### config.mk
export PLATFORM = sky130hd
export DESIGN_NAME = wb_user_arbiter
export DESIGN_NICKNAME = d
export VERILOG_FILES = /design/src/rtl/wb_user_arbiter.sv
export SDC_FILE = /design/constraint.sdc
export NUM_CORES = 1
export LEC_CHECK = 0
export CAP_MARGIN = 10
export CORE_AREA = 3 3 123 125
export CTS_BUF_LIST = sky130_fd_sc_hd__clkbuf_8
export CTS_CLUSTER_DIAMETER = 200
export DETAILED_ROUTE_END_ITERATION = 10
export DIE_AREA = 0 0 126 128
export HOLD_SLACK_MARGIN = 0.08
export SYNTH_ARGS = -nofsm -noshare
export SYNTH_HDL_FRONTEND = slang
export SYNTH_SLANG_ARGS = --single-unit
### constraint.sdc
create_clock -name wb_clk_i -period 3 [get_ports wb_clk_i]
set_input_delay 0.9 -clock wb_clk_i [delete_from_list [all_inputs] [get_ports wb_clk_i]]
set_output_delay 0.9 -clock wb_clk_i [all_outputs]
set_load 0.02 [all_outputs]
### src/rtl/wb_user_arbiter.sv
// Two-master, one-slave Wishbone arbiter for the user project slave port.
// Round-robin or fixed-priority grant per bus cycle, plus a stall watchdog that aborts hung transfers with err.
module wb_user_arbiter #(
  parameter int          PRIORITY_MODE  = 0,
  parameter int          TIMEOUT_CYCLES = 255,
  parameter logic [31:0] ERR_DATA       = 32'hDEAD_BEEF
) (
  input  logic        wb_clk_i,
  input  logic        wb_rst_ni,
  input  logic        m0_cyc_i,
  input  logic        m0_stb_i,
  input  logic        m0_we_i,
  input  logic [3:0]  m0_sel_i,
  input  logic [31:0] m0_adr_i,
  input  logic [31:0] m0_dat_i,
  output logic [31:0] m0_dat_o,
  output logic        m0_ack_o,
  output logic        m0_err_o,
  input  logic        m1_cyc_i,
  input  logic        m1_stb_i,
  input  logic        m1_we_i,
  input  logic [3:0]  m1_sel_i,
  input  logic [31:0] m1_adr_i,
  input  logic [31:0] m1_dat_i,
  output logic [31:0] m1_dat_o,
  output logic        m1_ack_o,
  output logic        m1_err_o,
  output logic        s_cyc_o,
  output logic        s_stb_o,
  output logic        s_we_o,
  output logic [3:0]  s_sel_o,
  output logic [31:0] s_adr_o,
  output logic [31:0] s_dat_o,
  input  logic [31:0] s_dat_i,
  input  logic        s_ack_i,
  output logic [1:0]  grant_o,
  output logic        timeout_o
);

  // A disabled watchdog still keeps a 1-bit counter so the declarations stay legal.
  localparam int CW = (TIMEOUT_CYCLES > 0) ? $clog2(TIMEOUT_CYCLES + 1) : 1;
  localparam logic [CW-1:0] LIMIT = (TIMEOUT_CYCLES > 0) ? CW'(TIMEOUT_CYCLES - 1) : '0;

  typedef enum logic [2:0] {IDLE, GRANT0, GRANT1, ABORT, RELEASE} state_t;

  state_t        state;
  logic          owner;
  logic          last_grant;
  logic [CW-1:0] stall_cnt;

  logic req0, req1, own_cyc, granted, stall, limit_hit;

  assign req0      = m0_cyc_i & m0_stb_i;
  assign req1      = m1_cyc_i & m1_stb_i;
  assign own_cyc   = owner ? m1_cyc_i : m0_cyc_i;
  assign granted   = (state == GRANT0) || (state == GRANT1);
  assign stall     = granted && s_stb_o && !s_ack_i;
  assign limit_hit = (TIMEOUT_CYCLES > 0) && stall && (stall_cnt == LIMIT);

  assign grant_o   = {state == GRANT1, state == GRANT0};
  assign timeout_o = (state == ABORT);

  always_comb begin
    s_cyc_o  = 1'b0;
    s_stb_o  = 1'b0;
    s_we_o   = 1'b0;
    s_sel_o  = '0;
    s_adr_o  = '0;
    s_dat_o  = '0;
    m0_dat_o = '0;
    m0_ack_o = 1'b0;
    m0_err_o = 1'b0;
    m1_dat_o = '0;
    m1_ack_o = 1'b0;
    m1_err_o = 1'b0;
    case (state)
      GRANT0: begin
        s_cyc_o  = m0_cyc_i;
        s_stb_o  = m0_stb_i;
        s_we_o   = m0_we_i;
        s_sel_o  = m0_sel_i;
        s_adr_o  = m0_adr_i;
        s_dat_o  = m0_dat_i;
        m0_ack_o = s_ack_i;
        m0_dat_o = s_dat_i;
      end
      GRANT1: begin
        s_cyc_o  = m1_cyc_i;
        s_stb_o  = m1_stb_i;
        s_we_o   = m1_we_i;
        s_sel_o  = m1_sel_i;
        s_adr_o  = m1_adr_i;
        s_dat_o  = m1_dat_i;
        m1_ack_o = s_ack_i;
        m1_dat_o = s_dat_i;
      end
      ABORT: begin
        if (owner) begin
          m1_err_o = 1'b1;
          m1_dat_o = ERR_DATA;
        end else begin
          m0_err_o = 1'b1;
          m0_dat_o = ERR_DATA;
        end
      end
      default: ;
    endcase
  end

  always_ff @(posedge wb_clk_i or negedge wb_rst_ni) begin
    if (!wb_rst_ni) begin
      state      <= IDLE;
      owner      <= 1'b0;
      last_grant <= 1'b1;
      stall_cnt  <= '0;
    end else begin
      case (state)
        IDLE: begin
          stall_cnt <= '0;
          // last_grant == 1 means master 0 wins a round-robin tie.
          if (req0 && (!req1 || PRIORITY_MODE == 1 || last_grant)) begin
            state <= GRANT0;
            owner <= 1'b0;
          end else if (req1) begin
            state <= GRANT1;
            owner <= 1'b1;
          end
        end
        GRANT0, GRANT1: begin
          if (!own_cyc) begin
            state      <= IDLE;
            last_grant <= owner;
            stall_cnt  <= '0;
          end else if (limit_hit) begin
            state      <= ABORT;
            last_grant <= owner;
            stall_cnt  <= '0;
          end else if (stall) begin
            if (TIMEOUT_CYCLES > 0) stall_cnt <= stall_cnt + CW'(1);
          end else begin
            stall_cnt <= '0;
          end
        end
        ABORT: state <= RELEASE;
        RELEASE: begin
          if (!own_cyc) state <= IDLE;
        end
        default: state <= IDLE;
      endcase
    end
  end

endmodule

# Word-level counts from Yosys, hierarchy flattened

Index checks and enable logic that the tools add are counted.
W data, S select, Z words.

Add/sub/neg operators: 1
$mul: 0
Divide/modulo/power cells: 0
Order comparisons: 0
Equality and inequality tests: 9
Shift operators: 0
Muxes and demuxes: 31
Bitwise logic cells: 2
Reductions and logical operators: 15

Operators by type and width:

| operator              | number |
|---|---|
| $pmux W32 S2          | 4 |
| $mux W32              | 2 |
| $mux W8               | 3 |
| $pmux W8 S2           | 1 |
| $mux W3               | 5 |
| $pmux W3 S4           | 1 |
| $mux W1               | 11 |
| $add A8 B1 Y8 const B | 1 |
| $eq A8 B8 Y1 const B  | 1 |
| $pmux W4 S2           | 1 |
| $eq A3 B2 Y1 const B  | 2 |
| $ne A3 B3 Y1 const B  | 2 |
| $pmux W1 S2           | 3 |
| $logic_and A1 B1 Y1   | 4 |
| $reduce_and A2 Y1     | 2 |
| $reduce_bool A2 Y1    | 2 |
| $eq A3 B1 Y1 const B  | 1 |
| $eq A3 B3 Y1 const B  | 1 |
| $logic_not A3 Y1      | 1 |
| $reduce_and A3 Y1     | 1 |
| $and A1 B1 Y1         | 2 |
| $logic_not A1 Y1      | 2 |
| $logic_or A1 B1 Y1    | 2 |
| $ne A2 B1 Y1 const B  | 1 |
| other kinds (2)       | 2 |

Register bits after elaboration: 13
Latch bits: 0
RAM bits: 0
ROM bits: 0
Input bits: 177
Output and inout port bits: 142
Logic and storage cells: 62
Memories: 0

# Depth between registers and ports, before layout

Word-level depth: 8
Mapped depth: 7
Gate-level depth less buffers: 6

# Worst setup path after synthesis

No wires, ideal clock.

Kind: flip-flop to output port
From: register state[2]
To: output m1_dat_o[10]
Arrival time: 1.581 ns
Data required time: 2.100 ns
Setup slack: 0.519 ns
Cell stages (with the launch flop): 8
Path buffers: 3
Cell sequence: dfrtp_1 > clkbuf_1 > nand3b_1 > inv_1 > and2_0 > buf_2 > buf_2 > a21o_1

Cells in the longest elaborated chain, start to end: 2
Elaborated cells on any way between the ends: 3
Those cells by class: eq/ne: 2; mux: 1

Ends and longest elaborated chain:

| item                   | RTL line | RTL |
|---|---|---|
| from (decl)            | 46       | `state_t state;` |
| from (signal assigned) | 112      | `state <= IDLE;` |
| from (signal assigned) | 122      | `state <= GRANT0;` |
| from (signal assigned) | 125      | `state <= GRANT1;` |
| $eq A3 B2 Y1           | -        |  |
| via timeout_o          | 37       | `output logic timeout_o` |
| $pmux W32 S2           | 76       | `case (state)` |
| to (decl)              | 25       | `output logic [31:0] m1_dat_o,` |

The timed path passes the listed nets, and every way through them passes these cells.

# Worst setup path after layout

From: register state[2]
To: output grant_o[1]

Cells in the longest elaborated chain, start to end: 1

Ends and longest elaborated chain:

| item         | RTL line | RTL |
|---|---|---|
| $eq A3 B2 Y1 | 60       | `assign grant_o = {state == GRANT1, state == GRANT0};` |
| to (decl)    | 36       | `output logic [1:0] grant_o,` |

No other way between the ends.

==> results.md <==
| Metric | This run |
| --- | --- |
| Outcome | finished clean |
| Routability Congestion | 0.906 |
| Max-Slew Margin vs Limit | 60.8% |
| P&R area growth vs syn | 172% |
| IO Pins | 319 |
| Die ar. | 0.0161 sq mm |
| Synthesized-area fraction occupied by xor and xnor cells | 1.71% |
| Number of rows created at floorplan | 43 |
| Setup slack at placement | -0.128 ns |
| Clock power frac | 3.7% |
| Register-to-register path setup slack | 0.98 ns |
| Number of nets in the finished design | 746 |
| Number of detailed-route iterations in the first pass | 4 |
| Count of vias placed by the detailed router | 3414 |
| Remaining routing DRC violations | 0 |
| Critical hold path startpoint | last_grant |
| Proportion of synthesized area in mux cells | 1.04% |
| Post-route non-filler standard cell count | 747 |
| Max Buffers Root-to-Sink | 2 |
| Yosys warning total | 0 |
| Wirelength, routed | 15.6 mm |
| Core box area | 0.0140 sq mm |
| RR Startpoint | state[2] |
| Max rail drop VDD | 0.000306 V |
| Vias in the first global route | 3361 |
| Clock-pin slew on the worst setup and hold paths | 0.06 ns |
| IO buf count | 318 |
| Clock tree root driver cell | sky130_fd_sc_hd__clkbuf_8 |
| Detailed placement HPWL | 12.3 mm |
| Post-Synthesis Cells | 256 |
| Number of DRC violations after detailed-routing iteration 0 | 198 |
| Post-detailed-route via-to-cell ratio | 4.57 |
| Number of levels the H-tree was split into | 1 |
| Post-synthesis share of cell area spent on and, or, nand and nor gates | 16.0% |
| Total clock buffers created by CTS | 3 |
| Data required time of the critical path | 2.10 ns |
| Reg2reg path depth | 7 |
| Start point of the critical path | state[2] |
| Transition time at the pin with the least slew margin | 0.587 ns |
| Sequential power share | 6.1% |
| Cell depth of the worst hold path | 2 |
| Fmax | 348 MHz |
| Final cycle utilization of the critical path | 95.7% |
| Internal power summed over all cells | 1.98 mW |
| Unrepaired setup endpoints after global routing | false |
| Gr usage total | 17.4% |
| Main combinational cell family by area after synthesis | compound AO/OA/AOI/OAI gates |
| Async set-or-reset flop fraction in the synthesized netlist | 100% |
| Post-synthesis instance area | 0.00205 sq mm |
| Initial antenna violation count | 3 |
| Average footprint of a synthesized cell | 8.01 sq um |
| Utilization of the core after routing | 39.9% |
| Number of unique standard cell types used by synthesis | 37 |
| Die Height | 128 microns |
| Worst-skew pair later-pin latency | 0.24 ns |
| Adder and majority gate portion of the synthesized area | 1.22% |
| Part of the Yosys area used for sequential elements | 15.9% |
| Compound-gate portion of the synthesized area | 56.0% |
| Termination of the worst setup path | grant_o[1] |
| Crit path DAT | 1.97 ns |
| First-pass GRT wire length | 22.1 mm |
| Min Clock Period, post-route | 2.87 ns |
| Largest fanout on the critical path | 54 |
| EDFF count, synth | 0 |
| Most used flip-flop cell after synthesis | sky130_fd_sc_hd__dfrtp_1 |
| Post-route worst setup slack | 0.129 ns |
| Type of the worst setup path | flip-flop to output pin |
| Post-route cell area | 0.00558 sq mm |
| Type of element launching the critical path | flip-flop |
| DP Area | 0.00553 sq mm |
| Power density normalized to cell area | 746 mW/mm^2 |
| Max-slew violations | 0 |
| Tightest Hold Check Type | flip-flop to flip-flop |
| Proportion of layout cells with a drive suffix above 1 | 6.36% |
| Starting utilization of the core area | 14.7% |
| Number of buffers inserted by hold repair at cts | 0 |
| Number of nets still failing antenna checks after routing | 0 |
| Clock Skews | 0.00121 ns |
| Clock sinks | 13 |
| Endpoints failing hold | 0 |
| Count of max-cap constraint violations | 0 |
| Fin Setup TNS | 0 ns |
| Switching share of total power | 52.4% |
| R2R Path End | stall_cnt[3] |
| Final routed wire length divided by cell count | 20.9 microns |
| Flop and latch count out of synthesis | 13 |
| Net count after synthesis | 435 |
| GRT overflow | 0 |
| CTS tree | built |
| Instance count after placement with tap cells included | 737 |
| Element type at the critical path end | output pin |
| Relative contribution of combinational cells to total power | 90.2% |
| Die width | 126 microns |
| Total setup violations reported at the end of the flow | 0 |
| Maximum number of pins on one net before global-route repair | 55 |
| Net Switching | 2.18 mW |
| Static leakage | 3.23 nW |
==> placed cells by master, fill, tap and decap left out, types with 2 or more instances in the layout <==
| cell | Yosys | layout |
|---|---|---|
| sky130_fd_sc_hd__buf_4 | 0 | 13 |
| sky130_fd_sc_hd__and2_1 | 18 | 18 |
| sky130_fd_sc_hd__dlygate4sd2_1 | 0 | 120 |
| sky130_fd_sc_hd__buf_16 | 0 | 2 |
| sky130_fd_sc_hd__dlymetal6s2s_1 | 0 | 14 |
| sky130_fd_sc_hd__nand3b_1 | 4 | 4 |
| sky130_fd_sc_hd__nand3_1 | 5 | 5 |
| sky130_fd_sc_hd__nor4_1 | 2 | 2 |
| sky130_fd_sc_hd__a22o_1 | 70 | 70 |
| sky130_fd_sc_hd__nor2_1 | 6 | 5 |
| sky130_fd_sc_hd__xnor2_1 | 4 | 4 |
| sky130_fd_sc_hd__or2_2 | 2 | 2 |
| sky130_fd_sc_hd__ha_1 | 2 | 2 |
| sky130_fd_sc_hd__dfrtp_1 | 12 | 11 |
| sky130_fd_sc_hd__o21ai_1 | 3 | 3 |
| sky130_fd_sc_hd__o31ai_1 | 2 | 2 |
| sky130_fd_sc_hd__clkdlybuf4s50_1 | 0 | 180 |
| sky130_fd_sc_hd__nor3_1 | 3 | 3 |
| sky130_fd_sc_hd__bufbuf_16 | 0 | 2 |
| sky130_fd_sc_hd__o211ai_1 | 2 | 2 |
| sky130_fd_sc_hd__clkbuf_8 | 0 | 3 |
| sky130_fd_sc_hd__a21oi_1 | 6 | 6 |
| sky130_fd_sc_hd__inv_1 | 5 | 6 |
| sky130_fd_sc_hd__a211oi_1 | 2 | 2 |
| sky130_fd_sc_hd__a21o_1 | 51 | 51 |
| sky130_fd_sc_hd__nand2_1 | 9 | 9 |
| sky130_fd_sc_hd__nor3b_4 | 0 | 2 |
| sky130_fd_sc_hd__buf_12 | 0 | 7 |
==> what timing repair did <==
action                                 CTS  global route
cloned                                   2             0
buffers inserted                         3             0
endpoints found under the hold margin    0             0
setup endpoints to repair              120            15
resized for setup                      120            17
==> state kept, by name, summed over array words and instances, names as in the netlist <==
name,cells
state,3
last_grant,1
owner,1
stall_cnt,8
==> metal layers <==
metal | vias to the layer above | routed length (microns) | track usage [%]
li1 | 1614 | - | -
met1 | 1641 | 5890 | 20.6
met2 | 131 | 8080 | 31.1
met3 | 22 | 1290 | 5.71
met4 | 6 | 300 | 3.22
met5 | - | 34 | 0
==> per-stage QoR <==
stage | hold slack [ns] | total power [mW]
3_3_place_gp | 0.510 | 4.27
3_5_place_dp | 0.524 | 4.28
5_1_grt | 0.561 | 4.38
6_report | 0.530 | 4.16
4_1_cts | 0.534 | 4.18
2_1_floorplan | 0.490 | 2.27
==> cells by family (layout without fill, tap and decap cells) <==
kind of cell / count (synthesis) / after routing
AO/OA/AOI/OAI: 141 / 141
other: 0 / 1
multiplexers: 2 / 2
flip-flops: 13 / 13
buffers and inverters: 37 / 347
XOR/XNOR: 4 / 4
AND/OR/NAND/NOR: 57 / 57
adder cells (fa/ha/maj): 2 / 2
==> Yosys cell counts (3+ instances only) <==
library cell / n / area [sq um]
sky130_fd_sc_hd__nand3b_1: 4 / 30.0
sky130_fd_sc_hd__nand3_1: 5 / 25.0
sky130_fd_sc_hd__a22o_1: 70 / 613
sky130_fd_sc_hd__o21ai_1: 3 / 15.0
sky130_fd_sc_hd__a21o_1: 51 / 383
sky130_fd_sc_hd__xnor2_1: 4 / 35.0
sky130_fd_sc_hd__a21oi_1: 6 / 30.0
sky130_fd_sc_hd__and2_1: 18 / 113
sky130_fd_sc_hd__nor2_1: 6 / 22.5
sky130_fd_sc_hd__clkbuf_1: 9 / 33.8
sky130_fd_sc_hd__inv_1: 5 / 18.8
sky130_fd_sc_hd__nor3_1: 3 / 15.0
sky130_fd_sc_hd__nand2_1: 9 / 33.8
sky130_fd_sc_hd__buf_2: 21 / 105
sky130_fd_sc_hd__dfrtp_1: 12 / 300
==> critical path: stages (launching register included) <==
cell and delay, ns:
sky130_fd_sc_hd__dfrtp_1 0.45, sky130_fd_sc_hd__nor3b_4 0.24, sky130_fd_sc_hd__buf_12 0.15, sky130_fd_sc_hd__buf_16 0.22, sky130_fd_sc_hd__clkdlybuf4s50_1 0.65
==> power groups by stage <==
stage	logic (mW)	clock network, mW	registers, mW
2_1_floorplan	2.03	0	0.233
3_3_place_gp	4.02	0	0.254
3_5_place_dp	4.02	0	0.257
4_1_cts	3.77	0.159	0.254
5_1_grt	3.94	0.174	0.262
6_report	3.75	0.154	0.256
==> area by class of cell <==
| type | instances | area [sq um] |
|---|---|---|
| fill | 1423 | 8410 |
| timing repair buffer | 338 | 3390 |
| multi-input combinational | 206 | 1570 |
| sequential | 13 | 328 |
| tap | 180 | 225 |
| clock buffer | 3 | 41.3 |
| inverter | 5 | 18.8 |
| clock inverter | 1 | 3.75 |
| antenna | 1 | 2.50 |
==> worst min path at each step <==
stage | to | slack, ns
after CTS | last_grant | 0.53
final | last_grant | 0.53
after detailed placement | last_grant | 0.52
after floorplan | last_grant | 0.49
after global placement | last_grant | 0.51
after global routing | last_grant | 0.56
Power figures use the tool's default switching activity.
